### config.mk
export PLATFORM = sky130hd
export DESIGN_NAME = inst_fetch_queue
export DESIGN_NICKNAME = d
export VERILOG_FILES = /design/src/rtl/inst_fetch_queue_pkg.sv /design/src/rtl/inst_fetch_queue_fetch_fifo.sv /design/src/rtl/inst_fetch_queue.sv
export SDC_FILE = /design/constraint.sdc
export NUM_CORES = 1
export LEC_CHECK = 0
export ABC_AREA = 1
export CORE_MARGIN = 2
export CORE_UTILIZATION = 60
export CTS_CLUSTER_DIAMETER = 120
export DETAILED_ROUTE_END_ITERATION = 8
export GPL_ROUTABILITY_DRIVEN = 0
export PLACE_DENSITY = 0.94
export SLEW_MARGIN = 20
export SYNTH_ARGS = -nofsm -noshare
export SYNTH_HDL_FRONTEND = slang
export SYNTH_SLANG_ARGS = --single-unit
### constraint.sdc
create_clock -name i_Clk -period 14.26 [get_ports i_Clk]
set_input_delay 2.852 -clock i_Clk [delete_from_list [all_inputs] [get_ports i_Clk]]
set_output_delay 2.852 -clock i_Clk [all_outputs]
set_load 0.02 [all_outputs]
### src/rtl/inst_fetch_queue_pkg.sv
// Shared definitions for the instruction-fetch queue: state encoding,
// default widths and instruction constants.
package inst_fetch_queue_pkg;

    localparam int DATA_W_DEF = 32;

    // Canonical RISC-V NOP (addi x0, x0, 0), kept here for future bubble insertion.
    localparam logic [31:0] NOP_INSTR = 32'h0000_0013;

    typedef enum logic [1:0] {
        ST_IDLE = 2'd0,
        ST_REQ  = 2'd1,
        ST_DROP = 2'd2
    } fetch_state_e;

endpackage

### src/rtl/inst_fetch_queue_fetch_fifo.sv
// Synchronous FIFO holding fetched {pc, instr} pairs for decode.
// Clear empties the queue in one cycle and wins over push and pop.
module fetch_fifo
    import inst_fetch_queue_pkg::*;
#(
    parameter int WIDTH = 2 * DATA_W_DEF,
    parameter int DEPTH = 4,
    parameter int CNT_W = $clog2(DEPTH) + 1
) (
    input  logic             clk_i,
    input  logic             rst_i,
    input  logic             clear_i,
    input  logic             push_i,
    input  logic [WIDTH-1:0] wdata_i,
    input  logic             pop_i,
    output logic [WIDTH-1:0] rdata_o,
    output logic [CNT_W-1:0] count_o
);

    localparam int               PTR_W    = $clog2(DEPTH);
    localparam logic [CNT_W-1:0] FULL_CNT = CNT_W'(DEPTH);

    logic [WIDTH-1:0] mem_q [DEPTH];
    logic [PTR_W-1:0] wr_ptr_q, wr_ptr_d;
    logic [PTR_W-1:0] rd_ptr_q, rd_ptr_d;
    logic [CNT_W-1:0] count_q, count_d;
    logic             do_push, do_pop;

    // Guard against overflow/underflow even though the fetch FSM never requests them.
    assign do_push = push_i && !clear_i && (count_q != FULL_CNT);
    assign do_pop  = pop_i  && !clear_i && (count_q != '0);

    // Next-state pointers and occupancy; pointers wrap naturally (DEPTH is a power of 2).
    always_comb begin
        // NOTE: every output of an always_comb gets a default first so no path can infer a latch.
        wr_ptr_d = wr_ptr_q;
        rd_ptr_d = rd_ptr_q;
        count_d  = count_q;
        if (clear_i) begin
            wr_ptr_d = '0;
            rd_ptr_d = '0;
            count_d  = '0;
        end else begin
            if (do_push) wr_ptr_d = wr_ptr_q + 1'b1;
            if (do_pop)  rd_ptr_d = rd_ptr_q + 1'b1;
            count_d = count_q + CNT_W'(do_push) - CNT_W'(do_pop);
        end
    end

    // Pointer and count registers.
    always_ff @(posedge clk_i) begin
        // NOTE: sequential state uses non-blocking assignments so all flops update together.
        if (rst_i) begin
            wr_ptr_q <= '0;
            rd_ptr_q <= '0;
            count_q  <= '0;
        end else begin
            wr_ptr_q <= wr_ptr_d;
            rd_ptr_q <= rd_ptr_d;
            count_q  <= count_d;
        end
    end

    // Entry storage; write at the tail on an accepted push.
    always_ff @(posedge clk_i) begin
        // NOTE: storage is reset so the head outputs read as zero out of reset rather than X.
        if (rst_i) begin
            for (int i = 0; i < DEPTH; i++) mem_q[i] <= '0;
        end else if (do_push) begin
            mem_q[wr_ptr_q] <= wdata_i;
        end
    end

    assign rdata_o = mem_q[rd_ptr_q];
    assign count_o = count_q;

endmodule

### src/rtl/inst_fetch_queue.sv
// Instruction-fetch stage: one outstanding imem request, a small queue of
// {pc, instr} pairs toward decode, PC-advance control and flush handling.
module inst_fetch_queue
    import inst_fetch_queue_pkg::*;
#(
    parameter int DATA_W = DATA_W_DEF,
    parameter int DEPTH  = 4,
    parameter int CNT_W  = $clog2(DEPTH) + 1
) (
    input  logic              i_Clk,
    input  logic              i_Rst,
    input  logic [DATA_W-1:0] iv_Pc,
    output logic              o_PcEnb,
    output logic              o_MemReq,
    output logic [DATA_W-1:0] ov_MemAddr,
    input  logic              i_MemAck,
    input  logic [DATA_W-1:0] iv_MemRdata,
    input  logic              i_Flush,
    output logic              o_Valid,
    output logic [DATA_W-1:0] ov_Instr,
    output logic [DATA_W-1:0] ov_InstrPc,
    input  logic              i_Ready
);

    localparam logic [CNT_W-1:0] FULL_CNT = CNT_W'(DEPTH);

    fetch_state_e        state_q;
    logic                mem_req_q;
    logic [DATA_W-1:0]   drop_addr_q;
    logic [CNT_W-1:0]    count;
    logic [CNT_W-1:0]    count_d;
    logic [2*DATA_W-1:0] head;
    logic                accept;
    logic                pop;

    // A response is kept only when it answers a live request that is not being flushed.
    assign accept  = (state_q == ST_REQ) && i_MemAck && !i_Flush && !i_Rst;
    assign pop     = o_Valid && i_Ready && !i_Flush;
    assign count_d = count + CNT_W'(accept) - CNT_W'(pop);

    fetch_fifo #(
        .WIDTH (2 * DATA_W),
        .DEPTH (DEPTH),
        .CNT_W (CNT_W)
    ) u_fifo (
        .clk_i   (i_Clk),
        .rst_i   (i_Rst),
        .clear_i (i_Flush),
        .push_i  (accept),
        .wdata_i ({iv_Pc, iv_MemRdata}),
        .pop_i   (pop),
        .rdata_o (head),
        .count_o (count)
    );

    // Fetch FSM: launches a request only when the queue has room, drains a flushed fetch in DROP.
    always_ff @(posedge i_Clk) begin
        if (i_Rst) begin
            state_q     <= ST_IDLE;
            mem_req_q   <= 1'b0;
            drop_addr_q <= '0;
        end else begin
            case (state_q)
                ST_IDLE: begin
                    if (!i_Flush && (count < FULL_CNT)) begin
                        state_q   <= ST_REQ;
                        mem_req_q <= 1'b1;
                    end
                end
                ST_REQ: begin
                    if (i_Flush) begin
                        if (i_MemAck) begin
                            state_q   <= ST_IDLE;
                            mem_req_q <= 1'b0;
                        end else begin
                            // imem still owes us a response for the old address; keep asking for it.
                            state_q     <= ST_DROP;
                            drop_addr_q <= iv_Pc;
                        end
                    end else if (i_MemAck && (count_d >= FULL_CNT)) begin
                        state_q   <= ST_IDLE;
                        mem_req_q <= 1'b0;
                    end
                end
                ST_DROP: begin
                    if (i_MemAck) begin
                        state_q   <= ST_IDLE;
                        mem_req_q <= 1'b0;
                    end
                end
                default: begin
                    state_q   <= ST_IDLE;
                    mem_req_q <= 1'b0;
                end
            endcase
        end
    end

    // Request address: live PC while fetching, frozen address while draining.
    always_comb begin
        ov_MemAddr = '0;
        case (state_q)
            ST_REQ:  ov_MemAddr = iv_Pc;
            ST_DROP: ov_MemAddr = drop_addr_q;
            default: ov_MemAddr = '0;
        endcase
    end

    assign o_MemReq   = mem_req_q;
    assign o_PcEnb    = accept;
    assign o_Valid    = (count != '0);
    assign ov_InstrPc = head[2*DATA_W-1:DATA_W];
    assign ov_Instr   = head[DATA_W-1:0];

endmodule

# After elaboration in Yosys (flattened, before gate mapping)
# Memory sizes are Yosys's and may differ from the RTL's. A register that Yosys moved wholly into a read port is not among the register bits.
# Cells that the tools add are included.
# op_classes
mux	22
n_eq_ne	6
addsub	6
n_reduce_logical	20
magnitude_cmp	2
n_bitwise	1
# ops
cell	n
$mux W64	1
$pmux W32 S2	1
$reduce_or A64 Y1	1
$mux W2	8
$logic_and A1 B1 Y1	11
$mux W1	10
$add A3 B1 Y3	2
$pmux W2 S3	1
$reduce_and A3 Y1	2
$sub A3 B1 Y3	2
$add A2 B1 Y2 const B	2
$ne A2 B2 Y1 const B	2
$ge A3 B3 Y1 const B	1
$lt A3 B3 Y1 const B	1
$ne A3 B2 Y1 const B	1
$ne A3 B3 Y1 const B	1
$pmux W1 S3	1
$reduce_bool A3 Y1	1
$eq A2 B1 Y1 const B	1
$eq A2 B2 Y1 const B	1
$logic_not A1 Y1	2
$logic_not A2 Y1	1
$reduce_and A2 Y1	1
$reduce_or A2 Y1	1
$not A1 Y1	1
# word_totals
output_inout_bits	99
reg_bits	42
in_bits	69
elab_cells	64
n_memories	1
ram_bits	256
# mem_list
memory	words	word_bits	read_ports	rd_clocked_by_memory_dff	write_ports	line_no	source
u_fifo.mem_q	4	64	1	1	4	inst_fetch_queue_fetch_fifo.sv:23	logic [WIDTH-1:0] mem_q [DEPTH];

# Logic depth before layout (Yosys ltp)
# depth
depth_word	11
mapped_depth	20
mapped_depth_nobuf	20

# Cells and area by module
# A second synthesis with hierarchy kept.
# unflattened
hier_cells	1339
area_unflattened_um2	13460.4
# by_module_without_submodules
module	cells_each	n_inst	area_per_inst_um2	seq_area_each_um2
fetch_fifo	1035	1	11549.8	7867.5
inst_fetch_queue	304	1	1910.6	700.7

# Worst setup path before layout
# OpenSTA, ideal clock, no wires.
# synth_path
path_kind	in2reg
start	input i_Rst
end	memory u_fifo.mem_q[3][0] in the netlist's numbering (enable)
setup_ns	0.582
path_buffers	2
required_time_ns	13.678
cell_stages	7
arrival_ns	8.413
setup_slack_ns	5.266
path_cell_list	buf_6 -> nor2_4 -> inv_2 -> nor2_4 -> o21ai_2 -> buf_2 -> a211oi_1
# synth_lines
element	line_no	source
from (decl)	inst_fetch_queue.sv:11	input logic i_Rst,
to (decl)	inst_fetch_queue_fetch_fifo.sv:23	

# Worst setup path in the final report
# layout_path
start	input i_Rst
end	output o_PcEnb
# layout_between
elab_chain_cells	2
# layout_lines
element	line_no	source
$logic_not A1 Y1	inst_fetch_queue.sv:37	assign accept = (state_q == ST_REQ) && i_MemAck && !i_Flush && !i_Rst;
$logic_and A1 B1 Y1	inst_fetch_queue.sv:37	
to (decl)	inst_fetch_queue.sv:13	output logic o_PcEnb,
# Every way passes these cells.

==> impl_metrics.tcl <==
set metrics [dict create \
    run_status "complete, no violations" \
    worstPathRequired_ps 11410 \
    cts_hold_buf 0 \
    ys_warn_count 0 \
    synthArstFlopShare 0 \
    row_count 53 \
    max_cap_violations 0 \
    slew_violations 0 \
    grt_max_degree 77 \
    seq_area_frac_synth 0.6583 \
    holdWs_ps 443.7 \
    vias 9791 \
    vdd_drop_max_mv 0.08565 \
    cts_resized 0 \
    die_h_um 151.3 \
    hp-class "reg2reg" \
    critPathArrivalTime_ps 4510 \
    hpwl_um 16730 \
    area.growth.synth_to_final_pct 21.27 \
    comb_power_share 0.144 \
    clkPwrFrac 0.376 \
    htreeDepth 1 \
    clockBufferDepth 3 \
    worstSetupPathType "in2out" \
    first_iter_violations 854 \
    fin_skew_ps 14.14 \
    hold_viol 0 \
    wl_met3_um 2761 \
    die_area_um2 22890 \
    via_per_inst 5.756 \
    syn_area_per_cell_um2 10.10 \
    root_buffer "clkbuf_16" \
    p_per_area_nw_per_um2 137.2 \
    synth_nets 1367 \
    grt-ovfl-total 0 \
    slowest_stage "clkdlybuf4s50_1" \
    drt_first_pass_iters 5 \
    synthCells 1289 \
    max_clock_freq_ghz 0.1358 \
    grt_pass1_wl_um 47780 \
    drc 0 \
    core_region_area_um2 21150 \
    clkTransAtPathRegs_ps 60 \
    seq_power_share 0.479 \
    start_util 0.6152 \
    sw_frac_of_total 0.2476 \
    intPower_w 0.001630 \
    antenna_found_initial 0 \
    numPortBuffers 167 \
    nNetsFinal 1482 \
    wl_met1_um 12070 \
    ioPinCount 168 \
    post_cts_buffers 0 \
    fin_crit_ps 7366 \
    drive_gt1_frac 0.05049 \
    critPathMaxStageDelay_ps 640 \
    power_switching_w 0.0005363 \
    final_cell_mix "nor2_1, edfxtp_1, clkdlybuf4s50_1" \
    syn_area_um2 13010 \
    ys.flop_type "edfxtp_1" \
    clkSinkCount 300 \
    worst_pin_slew_ps 1139 \
    dr_wl_met2_um 15270 \
    final_common_cell "nor2_1" \
    worstSkewPairLatency_ps 540 \
    setup_tns_ps 0 \
    setup_viol 0 \
    grt_pass1_vias 9761 \
    ys_ff_latch 300 \
    worst-path-max-fanout 34 \
    worstSetupEndpointType "output pin" \
    ant_nets 0 \
    wl_per_cell_um 18.22 \
    grt_usage 0.2697 \
    routed_wl_um 30980 \
    top_layer "met4" \
    rsz0062_at_grt "false" \
    numCtsBuffers 28 \
    p_leak_nw 6.156 \
    period_share 0.5166 \
    diodes 0 \
    yosysUniqueCellTypes 26 \
    path_cells "clkdlybuf4s50_1 > buf_4 > nor2_4 > inv_2 > nor2_4 > clkdlybuf4s50_1" \
    cts_tree "built" \
    slew_headroom 0.2395 \
    die_w_um 151.3 \
    synth_edf_count 256 \
    start_kind "input port" \
]
-- flip-flops by register name, summed over array words and instances (netlist names), named ones only --
register / cells
drop_addr_q: 32
o_MemReq: 1
state_q: 2
u_fifo.count_o: 3
u_fifo.mem_q: 256
u_fifo.rd_ptr_q: 2
u_fifo.wr_ptr_q: 2
-- per-stage QoR --
step	setup WS, ps	power, W	util	instance area, µm²	instances
floorplan	5266	0.001245	-	13020	1289
global placement	6908	0.001354	0.6959	14720	1649
detailed placement	6895	0.001366	0.6960	14720	1649
CTS	6888	0.002171	0.7460	15780	1701
global route	6795	0.002245	0.7461	15780	1701
finish	6894	0.002166	0.7461	15780	1701
-- cells by family after synthesis --
kind of cell               count (synthesis)  synth area share
adders and majority gates                  9          0.009229
buffers and inverters                    185           0.06066
DFF                                      300            0.6583
xor gates and xnor gates                   1         0.0006731
and+or+nand+nor                          525            0.1547
AOI/OAI and AO/OA                        269            0.1164
-- power groups by stage --
stage	registers [W]	clock network (W)	logic [W]
finish	0.00104	0.000815	0.000313
global placement	0.00105	0	0.000303
global route	0.00104	0.000857	0.000345
detailed placement	0.00106	0	0.000310
CTS	0.00104	0.000821	0.000313
floorplan	0.00105	0	0.000191
-- path summary, 6_finish.rpt --
path                                  from                   to  slack, ps  depth (start not counted)
worst min-delay path              o_MemReq             o_MemReq        440                          2
worst max-delay path                 i_Rst              o_PcEnb       6890                          6
worst min register to register    o_MemReq             o_MemReq        440                          2
worst max register to register  state_q[1]  u_fifo.mem_q[2][18]      10030                         10
-- critical path: cells and delay by family --
kind          cells  cell delay, ps
buf+inv           4            1360
simple gates      2             290
-- cell usage after synthesis, types with 2 or more instances --
master / instances / share of area
a21oi_1: 38 / 0.015
buf_6: 10 / 0.0087
edfxtp_1: 256 / 0.59
nor2_4: 3 / 0.0026
a211oi_1: 33 / 0.019
inv_2: 2 / 0.00058
o21ai_0: 132 / 0.051
ha_1: 8 / 0.0077
clkbuf_1: 62 / 0.018
buf_1: 4 / 0.0012
buf_2: 13 / 0.0050
dfxtp_1: 44 / 0.068
inv_1: 92 / 0.027
o22ai_1: 64 / 0.031
nor2_1: 423 / 0.12
nand2_1: 87 / 0.025
nand3_1: 9 / 0.0035
-- layout make-up --
class,count,area [µm²]
clock buffers,45,975.9
clock inverters,7,82.58
fillers,1372,5370
inverters,95,359.1
multi-input cells,804,3717
flip-flops and latches,300,8573
well taps,275,344.1
repair buffers,175,1732
-- metal layers --
| layer | global-route usage | vias to the layer above |
|---|---|---|
| li1 | - | 4595 |
| met1 | 0.3389 | 4608 |
| met2 | 0.4649 | 510 |
| met3 | 0.04669 | 78 |
| met4 | 0.1112 | 0 |
| met5 | 0 | - |
(Power assumes the default switching activity.)
